`src/rtl/next_pc_unit_if.sv`:
```
// Fetch-PC bundle between the EX-stage redirect source and the PC unit.
interface next_pc_unit_if;
  logic        stall;
  logic [1:0]  branch_ctrl;
  logic [31:0] pc_ex;
  logic [31:0] imm_ex;
  logic [31:0] rs1_ex;
  logic [31:0] pc_out;
  logic        flush_if_id;
  logic        flush_id_ex;
  logic        redirect_pending;
  logic        misalign_err;

  modport master (
    output stall, branch_ctrl, pc_ex, imm_ex, rs1_ex,
    input  pc_out, flush_if_id, flush_id_ex,
    input  redirect_pending, misalign_err
  );

  modport slave (
    input  stall, branch_ctrl, pc_ex, imm_ex, rs1_ex,
    output pc_out, flush_if_id, flush_id_ex,
    output redirect_pending, misalign_err
  );
endinterface

```
`src/rtl/next_pc_unit.sv`:
```
// Next-PC select with stall-deferred redirects.
// Optional misaligned-target trap: define PC_MISALIGN_TRAP_EN.
module next_pc_unit (
  input  logic         clk,
  input  logic         rst,
  next_pc_unit_if.slave bus
);

`ifdef PC_MISALIGN_TRAP_EN
  typedef enum logic [1:0] {RUN, HOLD, TRAP} state_t;
`else
  typedef enum logic [1:0] {RUN, HOLD} state_t;
`endif

  state_t      state_q, state_d;
  logic [31:0] pc_q, pc_d;
  logic [31:0] pend_q, pend_d;
  logic [31:0] target, jalr_sum;
  logic        redirect_req;
  logic        flush;

`ifdef PC_MISALIGN_TRAP_EN
  logic        err_q, err_set;
  logic        bad_target, bad_pend;

  assign bad_target = target[1:0] != 2'b00;
  assign bad_pend   = pend_q[1:0] != 2'b00;
`endif

  always_comb begin
    jalr_sum = bus.rs1_ex + bus.imm_ex;
    target   = bus.pc_ex + bus.imm_ex;
    unique case (1'b1)
      bus.branch_ctrl == 2'b01: target = {jalr_sum[31:1], 1'b0};
      default: ;
    endcase
  end

  assign redirect_req = (bus.branch_ctrl == 2'b01) ||
                        (bus.branch_ctrl == 2'b10);

  always_comb begin
    state_d = state_q;
    pc_d    = pc_q;
    pend_d  = pend_q;
    flush   = 1'b0;
`ifdef PC_MISALIGN_TRAP_EN
    err_set = 1'b0;
`endif
    unique case (state_q)
      RUN: begin
        if (!bus.stall) begin
          if (redirect_req) begin
            flush = 1'b1;
`ifdef PC_MISALIGN_TRAP_EN
            if (bad_target) begin
              err_set = 1'b1;
              state_d = TRAP;
            end else
`endif
            begin
              pc_d = target;
            end
          end else begin
            pc_d = pc_q + 32'd4;
          end
        end else if (redirect_req) begin
          pend_d  = target;
          state_d = HOLD;
        end
      end
      HOLD: begin
        // older latched redirect wins; branch_ctrl ignored here
        if (!bus.stall) begin
          flush = 1'b1;
`ifdef PC_MISALIGN_TRAP_EN
          if (bad_pend) begin
            err_set = 1'b1;
            state_d = TRAP;
          end else
`endif
          begin
            pc_d    = pend_q;
            state_d = RUN;
          end
        end
      end
      default: ;
    endcase
  end

  always_ff @(posedge clk or posedge rst) begin
    if (rst) begin
      state_q <= RUN;
      pc_q    <= 32'h0000_0000;
      pend_q  <= 32'h0000_0000;
    end else begin
      state_q <= state_d;
      pc_q    <= pc_d;
      pend_q  <= pend_d;
    end
  end

`ifdef PC_MISALIGN_TRAP_EN
  always_ff @(posedge clk or posedge rst) begin
    if (rst) begin
      err_q <= 1'b0;
    end else if (err_set) begin
      err_q <= 1'b1;
    end
  end

  assign bus.misalign_err = err_q;
`else
  assign bus.misalign_err = 1'b0;
`endif

  assign bus.pc_out           = pc_q;
  assign bus.flush_if_id      = flush & ~rst;
  assign bus.flush_id_ex      = flush & ~rst;
  assign bus.redirect_pending = state_q == HOLD;

endmodule

```
`src/flat_wrapper.sv`:
```
// flat-port wrapper written by rule: the top's interface ports become plain ports
module next_pc_unit_flat 
  (clk, rst, bus_stall, bus_branch_ctrl, bus_pc_ex, bus_imm_ex, bus_rs1_ex, bus_pc_out, bus_flush_if_id, bus_flush_id_ex, bus_redirect_pending, bus_misalign_err);
  next_pc_unit_if bus_i ();
  input  logic clk;
  input  logic rst;
  input wire logic [$bits(bus_i.stall)-1:0] bus_stall;
  input wire logic [$bits(bus_i.branch_ctrl)-1:0] bus_branch_ctrl;
  input wire logic [$bits(bus_i.pc_ex)-1:0] bus_pc_ex;
  input wire logic [$bits(bus_i.imm_ex)-1:0] bus_imm_ex;
  input wire logic [$bits(bus_i.rs1_ex)-1:0] bus_rs1_ex;
  output wire logic [$bits(bus_i.pc_out)-1:0] bus_pc_out;
  output wire logic [$bits(bus_i.flush_if_id)-1:0] bus_flush_if_id;
  output wire logic [$bits(bus_i.flush_id_ex)-1:0] bus_flush_id_ex;
  output wire logic [$bits(bus_i.redirect_pending)-1:0] bus_redirect_pending;
  output wire logic [$bits(bus_i.misalign_err)-1:0] bus_misalign_err;
  assign bus_i.stall = bus_stall;
  assign bus_i.branch_ctrl = bus_branch_ctrl;
  assign bus_i.pc_ex = bus_pc_ex;
  assign bus_i.imm_ex = bus_imm_ex;
  assign bus_i.rs1_ex = bus_rs1_ex;
  assign bus_pc_out = bus_i.pc_out;
  assign bus_flush_if_id = bus_i.flush_if_id;
  assign bus_flush_id_ex = bus_i.flush_id_ex;
  assign bus_redirect_pending = bus_i.redirect_pending;
  assign bus_misalign_err = bus_i.misalign_err;
  next_pc_unit u_core (.clk(clk), .rst(rst), .bus(bus_i));
endmodule
```
`config.mk`:
```
export PLATFORM = sky130hd
export DESIGN_NAME = next_pc_unit_flat
export DESIGN_NICKNAME = d
export VERILOG_FILES = /design/src/rtl/next_pc_unit_if.sv /design/src/rtl/next_pc_unit.sv /design/src/flat_wrapper.sv
export SDC_FILE = /design/constraint.sdc
export NUM_CORES = 1
export LEC_CHECK = 0
export ABC_AREA = 1
export CORE_UTILIZATION = 30
export DETAILED_ROUTE_END_ITERATION = 10
export HOLD_SLACK_MARGIN = 0.03
export SLEW_MARGIN = 20
export SYNTH_ARGS = -nofsm -noshare
export SYNTH_HDL_FRONTEND = slang
export SYNTH_SLANG_ARGS = --single-unit
```
`constraint.sdc`:
```
create_clock -name clk -period 2.88 [get_ports clk]
set_clock_uncertainty 0.15 [all_clocks]
set_input_delay 0.576 -clock clk [delete_from_list [all_inputs] [get_ports clk]]
set_output_delay 0.576 -clock clk [all_outputs]
set_load 0.02 [all_outputs]
```
# == Word level (Yosys, flattened, before mapping) ==
# Cells that the tools add are included.
# totals
out_inout_bits,36
in_bits,101
regBits,66
# op_classes
eq_ne,7
add_sub_neg,3
muxes,13
bitwise,2
reduce_logical,6
# ops
operator,count
32-bit 2-to-1 mux,4
32-bit adder,2
32-bit one-hot mux with 2 select lines,1
32-bit by 3-bit adder with 32-bit output (second input constant),1
2-bit 2-to-1 mux,3
2-bit inequality test (second input constant),3
3-bit AND reduction,2
2-bit by 1-bit == test with 1-bit output (second input constant),2
2-bit one-hot mux with 2 select lines,1
4-bit AND reduction,1
1-bit 2-to-1 mux,3
2-bit == test (second input constant),1
2-bit zero test,1
2-bit by 1-bit inequality test with 1-bit output (second input constant),1
1-bit one-hot mux with 2 select lines,1
2-bit nonzero test,1
1-bit AND,1
1-bit logical OR,1
1-bit NOT,1

# == Depth between registers and ports, before layout ==
# logic_depth
ltp_word,6
mapped_depth,16
depth_no_buf,16

# == Worst setup path before layout ==
# OpenSTA, ideal clock, no wires.
# synth_path
path_kind,input port to output port
from,in bus_branch_ctrl[1]
to,out bus_flush_if_id
t_arrival_ps,1862
required_ps,2154
n_path_buf,1
cell_stages,8
slack_ps,292
path_cell_list,inv_1 ha_1 nand2_1 inv_2 nor2_1 inv_1 nor2_1 buf_4
# synth_between
elab_chain_len,6
word_cells_on_any_way,7
cone_classes,eq/ne (2); mux (3); bitwise (1); reduce/logical (1)
# synth_rtl
element,line,text
"start, declared",flat_wrapper.sv:8,input wire logic [$bits(bus_i.branch_ctrl)-1:0] bus_branch_ctrl;
2-bit by 1-bit == test with 1-bit output / 2-bit == test (equally long branches),"next_pc_unit.sv:39, next_pc_unit.sv:40",
1-bit logical OR *,next_pc_unit.sv:39,assign redirect_req = (bus.branch_ctrl == 2'b01) ||
1-bit 2-to-1 mux *,next_pc_unit.sv:53,if (redirect_req) begin
1-bit 2-to-1 mux *,next_pc_unit.sv:52,if (!bus.stall) begin
1-bit one-hot mux with 2 select lines *,next_pc_unit.sv:50,unique case (state_q)
1-bit AND *,-,
"end, declared",flat_wrapper.sv:13,output wire logic [$bits(bus_i.flush_if_id)-1:0] bus_flush_if_id;
# Every way passes the cells marked *; elsewhere a longest branch is shown, timed or not.

# == Worst setup path after layout ==
# layout_path
from,in bus_imm_ex[23]
to,"reg u_core.pc_q[28], in the netlist u_core.bus.pc_out[28]"
# layout_between
elab_chain_len,5
word_cells_on_any_way,6
cone_classes,add/sub (2); mux (4)
# layout_rtl
element,line,text
"start, declared",flat_wrapper.sv:10,input wire logic [$bits(bus_i.imm_ex)-1:0] bus_imm_ex;
32-bit adder (on tied branches),"next_pc_unit.sv:32, next_pc_unit.sv:31",
32-bit 2-to-1 mux *,next_pc_unit.sv:33,unique case (1'b1)
32-bit 2-to-1 mux *,next_pc_unit.sv:53,
32-bit 2-to-1 mux *,next_pc_unit.sv:52,
32-bit one-hot mux with 2 select lines *,next_pc_unit.sv:50,
"end signal, assigned",next_pc_unit.sv:99,pc_q <= pc_d;
"end, declared",next_pc_unit.sv:16,"logic [31:0] pc_q, pc_d;"
# Every way passes the cells marked *; elsewhere a longest branch is shown, timed or not. The select of a mux whose other input is x is not followed.
# A chain may end at the register's enable or synchronous reset.

==> key figures <==
Run status
  • Status: complete, no violations

Critical path
  • WP data required: a little under 3 ns
  • CP arrival: approximately 2.8 ns
  • Worst setup SP type: primary input
  • Crit path kind: primary input to flop
  • Setup crit end kind: flop
  • Crit-path max FO: 4

Logic synthesis
  • Post-synthesis register bit count: 65
  • Yosys warns: 0
  • Syn nets: 1671
  • Mux share of post-synthesis cell area: 0
  • Distinct cells, synth: 46
  • Async set-or-reset flop fraction in the synthesized netlist: 1.000
  • Simple-gate share of the synthesized area: 0.4418
  • Cell taking the most area after synthesis: nand2_1
  • Synth Instances: 1505
  • Synth Area in XOR/XNOR: 0.02277
  • Largest family of logic cells by synthesized area: simple AND/OR/NAND/NOR gates
  • Sequential fraction of the synthesis area: 0.1922
  • Post-synth top flop: dfrtp_1
  • Main area contributors after synthesis: nand2_1 (25%), dfrtp_1 (19%), inv_1 (10%)
  • Mean Syn Cell Area: 5.623 sq um
  • Mapped cell area: about 8500 sq um
  • Complex-gate fraction of the synthesized area: 0.1242
  • Synth Area in Adders: 0.09789
  • Post-synth EDFFs: 0
  • Top cell type's share of synthesized area: 0.2511

Place
  • DP HPWL: ~26000 microns
  • Placed cell area: 11090 sq um
  • Pre-CTS WS: -0.2988 ns
  • IO buf count: 135
  • Final RePlAce weighted congestion: 0.9342
  • Placed insts: 2105

Global routing
  • Vias in the first global route: 9468
  • Antenna violations before repair: 0
  • Largest net degree at the start of global routing: 66
  • Total GRT Usage: 0.2213
  • First-pass GRT wire length: 49770 microns
  • GR Overflow Total: 0

STA
  • Worst-Margin Slew: 0.6877 ns
  • Fmax: between 300 and 400 MHz
  • Final Hold Viols: 0
  • Min Tclk post-route: 2.748 ns
  • RSZ-0062 raised after global routing: yes
  • Final hold slack: 0.3250 ns
  • Finish-stage setup viols: 0
  • Final Worst Setup Slack: roughly 0.13 ns
  • Post-route clock period utilization: 0.9543
  • Max_slew headroom: 0.5373
  • Max Slew Vio Count: 0

CTS
  • H-Tree Depth: 3
  • CTS buffer count: 9
  • Post-CTS setup buffers: 0
  • Clock-pin slew on the worst setup and hold paths: 0.06 ns
  • Later-pin clock latency in the skew report: 0.33 ns
  • Root Driver: clkbuf_16
  • Max Buffers Root-to-Sink: 2
  • CTS tree: built
  • Clock sink count: 65

Detailed routing
  • Antenna-violating nets left: 0
  • DR top layer: met4
  • Met2 WL: about 14000 microns
  • Via density: 4.777
  • Met3 WL: 1707 microns
  • Total Routed Length: between 30000 and 40000 microns
  • Routed vias: approximately 10000
  • Remaining DRCs: 0
  • Metal-1 WL: 14620 microns
  • 1st-iter DRT viols: 697
  • Drt wl/cell: between 10 and 15 microns
  • Drt first pass iters: 7

Run
  • Maxcap violations: 0

Cells and area
  • Syn-to-layout area delta: 37.48%
  • Post-route insts no fill: 2121
  • Nets: ~1900
  • Commonest non-fill, non-tap cell in the layout: nand2_1
  • Share of cells above drive strength 1: 0.1176
  • Highest-count cells in the layout ignoring fill and taps: nand2_1 (555), inv_1 (226), nor2_1 (133)
  • Number of diodes: 0
  • Final instance area: 11630 sq um
  • Post-Route Utilization: 0.4188

Floorplan
  • Initial core utilization: 0.3046
  • Core ar.: 27780 sq um
  • Die area: 28880 sq um
  • I/O pin cnt: 137
  • Num rows: just over 60
  • Die H: 169.9 microns
  • Die width: around 170 microns

Power
  • Pleak: between 0.006 and 0.007 uW
  • Power per cell area: 439.4 nW/um^2
  • Peak supply drop: 0.2943 mV

Min path
  • Hold WC Path Type: flop to flop
==> sequential cells by signal (all words and copies together) (netlist names) <==
| register | flops |
|---|---|
| u_core.bus.pc_out | 32 |
| u_core.state_q | 1 |
| u_core.pend_q | 32 |
==> cell usage after synthesis (all sizes together), types with 2 or more instances <==
master  number
nand3      128
fa           2
ha          63
inv        236
nand4       11
o21bai       7
xor2        14
a21oi      104
o21a         3
nor3        24
a221oi       5
and2         4
o21ai       51
nand2      568
dfrtp       65
a22oi        6
nand3b       9
nor4         6
buf         12
o22ai        2
a31oi        6
a32oi        3
xnor2        8
clkbuf      18
nor2       144
==> cell type report <==
class                      count  area [sq um]
tap                          378         473.0
fill                        3054         16150
timing repair buffer         252          2277
sequential                    65          1627
inverter                     237         892.1
clock buffer                  14         264.0
multi-input combinational   1173          6041
clock inverter                 2         60.06
==> kinds of logic after synthesis <==
logic type                 count (synthesis)
AOI/OAI and AO/OA                        190
xor gates and xnor gates                  22
adders and majority gates                 65
buffers and inverters                    267
DFF                                       65
other                                      1
and+or+nand+nor                          895
==> worst max-delay path: stages <==
cell	delay (ns)
clkdlybuf4s50_1	0.53
ha_1	0.43
nand2_1	0.09
inv_1	0.08
nand2_1	0.10
nor3_1	0.24
and2_1	0.17
nand2_1	0.08
nand2_1	0.08
nand2_1	0.05
nand3_1	0.08
nand2_2	0.08
nand2_1	0.07
nand3_1	0.06
nand2_1	0.06
inv_1	0.04
==> routing by layer <==
| layer | track usage | up-vias |
|---|---|---|
| met3 | 0.01605 | 45 |
| li1 | - | 5247 |
| met1 | 0.3053 | 4527 |
| met4 | 0.06541 | 0 |
| met5 | 0 | - |
| met2 | 0.3672 | 312 |
==> report_power, final <==
group | total [uW] | switching [uW] | internal (uW) | leakage [uW]
registers | 1380 | 236 | 1140 | 0.000777
logic | 2540 | 1460 | 1080 | 0.00522
clock network | 1200 | 389 | 806 | 0.000157
==> through the flow <==
stage	total power [uW]	TNS, ns
finish	5112	0
detailed placement	3857	-8.932
floorplan	2770	0
global route	5492	-0.03369
global placement	3832	-6.721
CTS	5069	-0.001006
==> what timing repair did <==
item	CTS	global route
endpoints found under the hold margin	0	0
hold buffers	0	0
pin swaps	0	3
setup endpoints to repair	2	40
gates resized for setup	2	51
==> path summary, 6_finish.rpt <==
path	endpoint	depth (start not counted)	start	slack (ns)
setup / recovery	u_core.bus.pc_out[28]$_DFFE_PP0P_	16	bus_imm_ex[23]	0.13
hold / removal	u_core.pend_q[1]$_DFFE_PP0P_	2	u_core.pend_q[1]$_DFFE_PP0P_	0.33
setup reg to reg	u_core.bus.pc_out[22]$_DFFE_PP0P_	11	u_core.bus.pc_out[3]$_DFFE_PP0P_	0.63
hold reg to reg	u_core.pend_q[1]$_DFFE_PP0P_	2	u_core.pend_q[1]$_DFFE_PP0P_	0.33
max in group asynchronous	u_core.bus.pc_out[23]$_DFFE_PP0P_	3	rst	1.76
min in group asynchronous	u_core.bus.pc_out[1]$_DFFE_PP0P_	3	rst	0.50
Power figures use the tool's default switching activity.
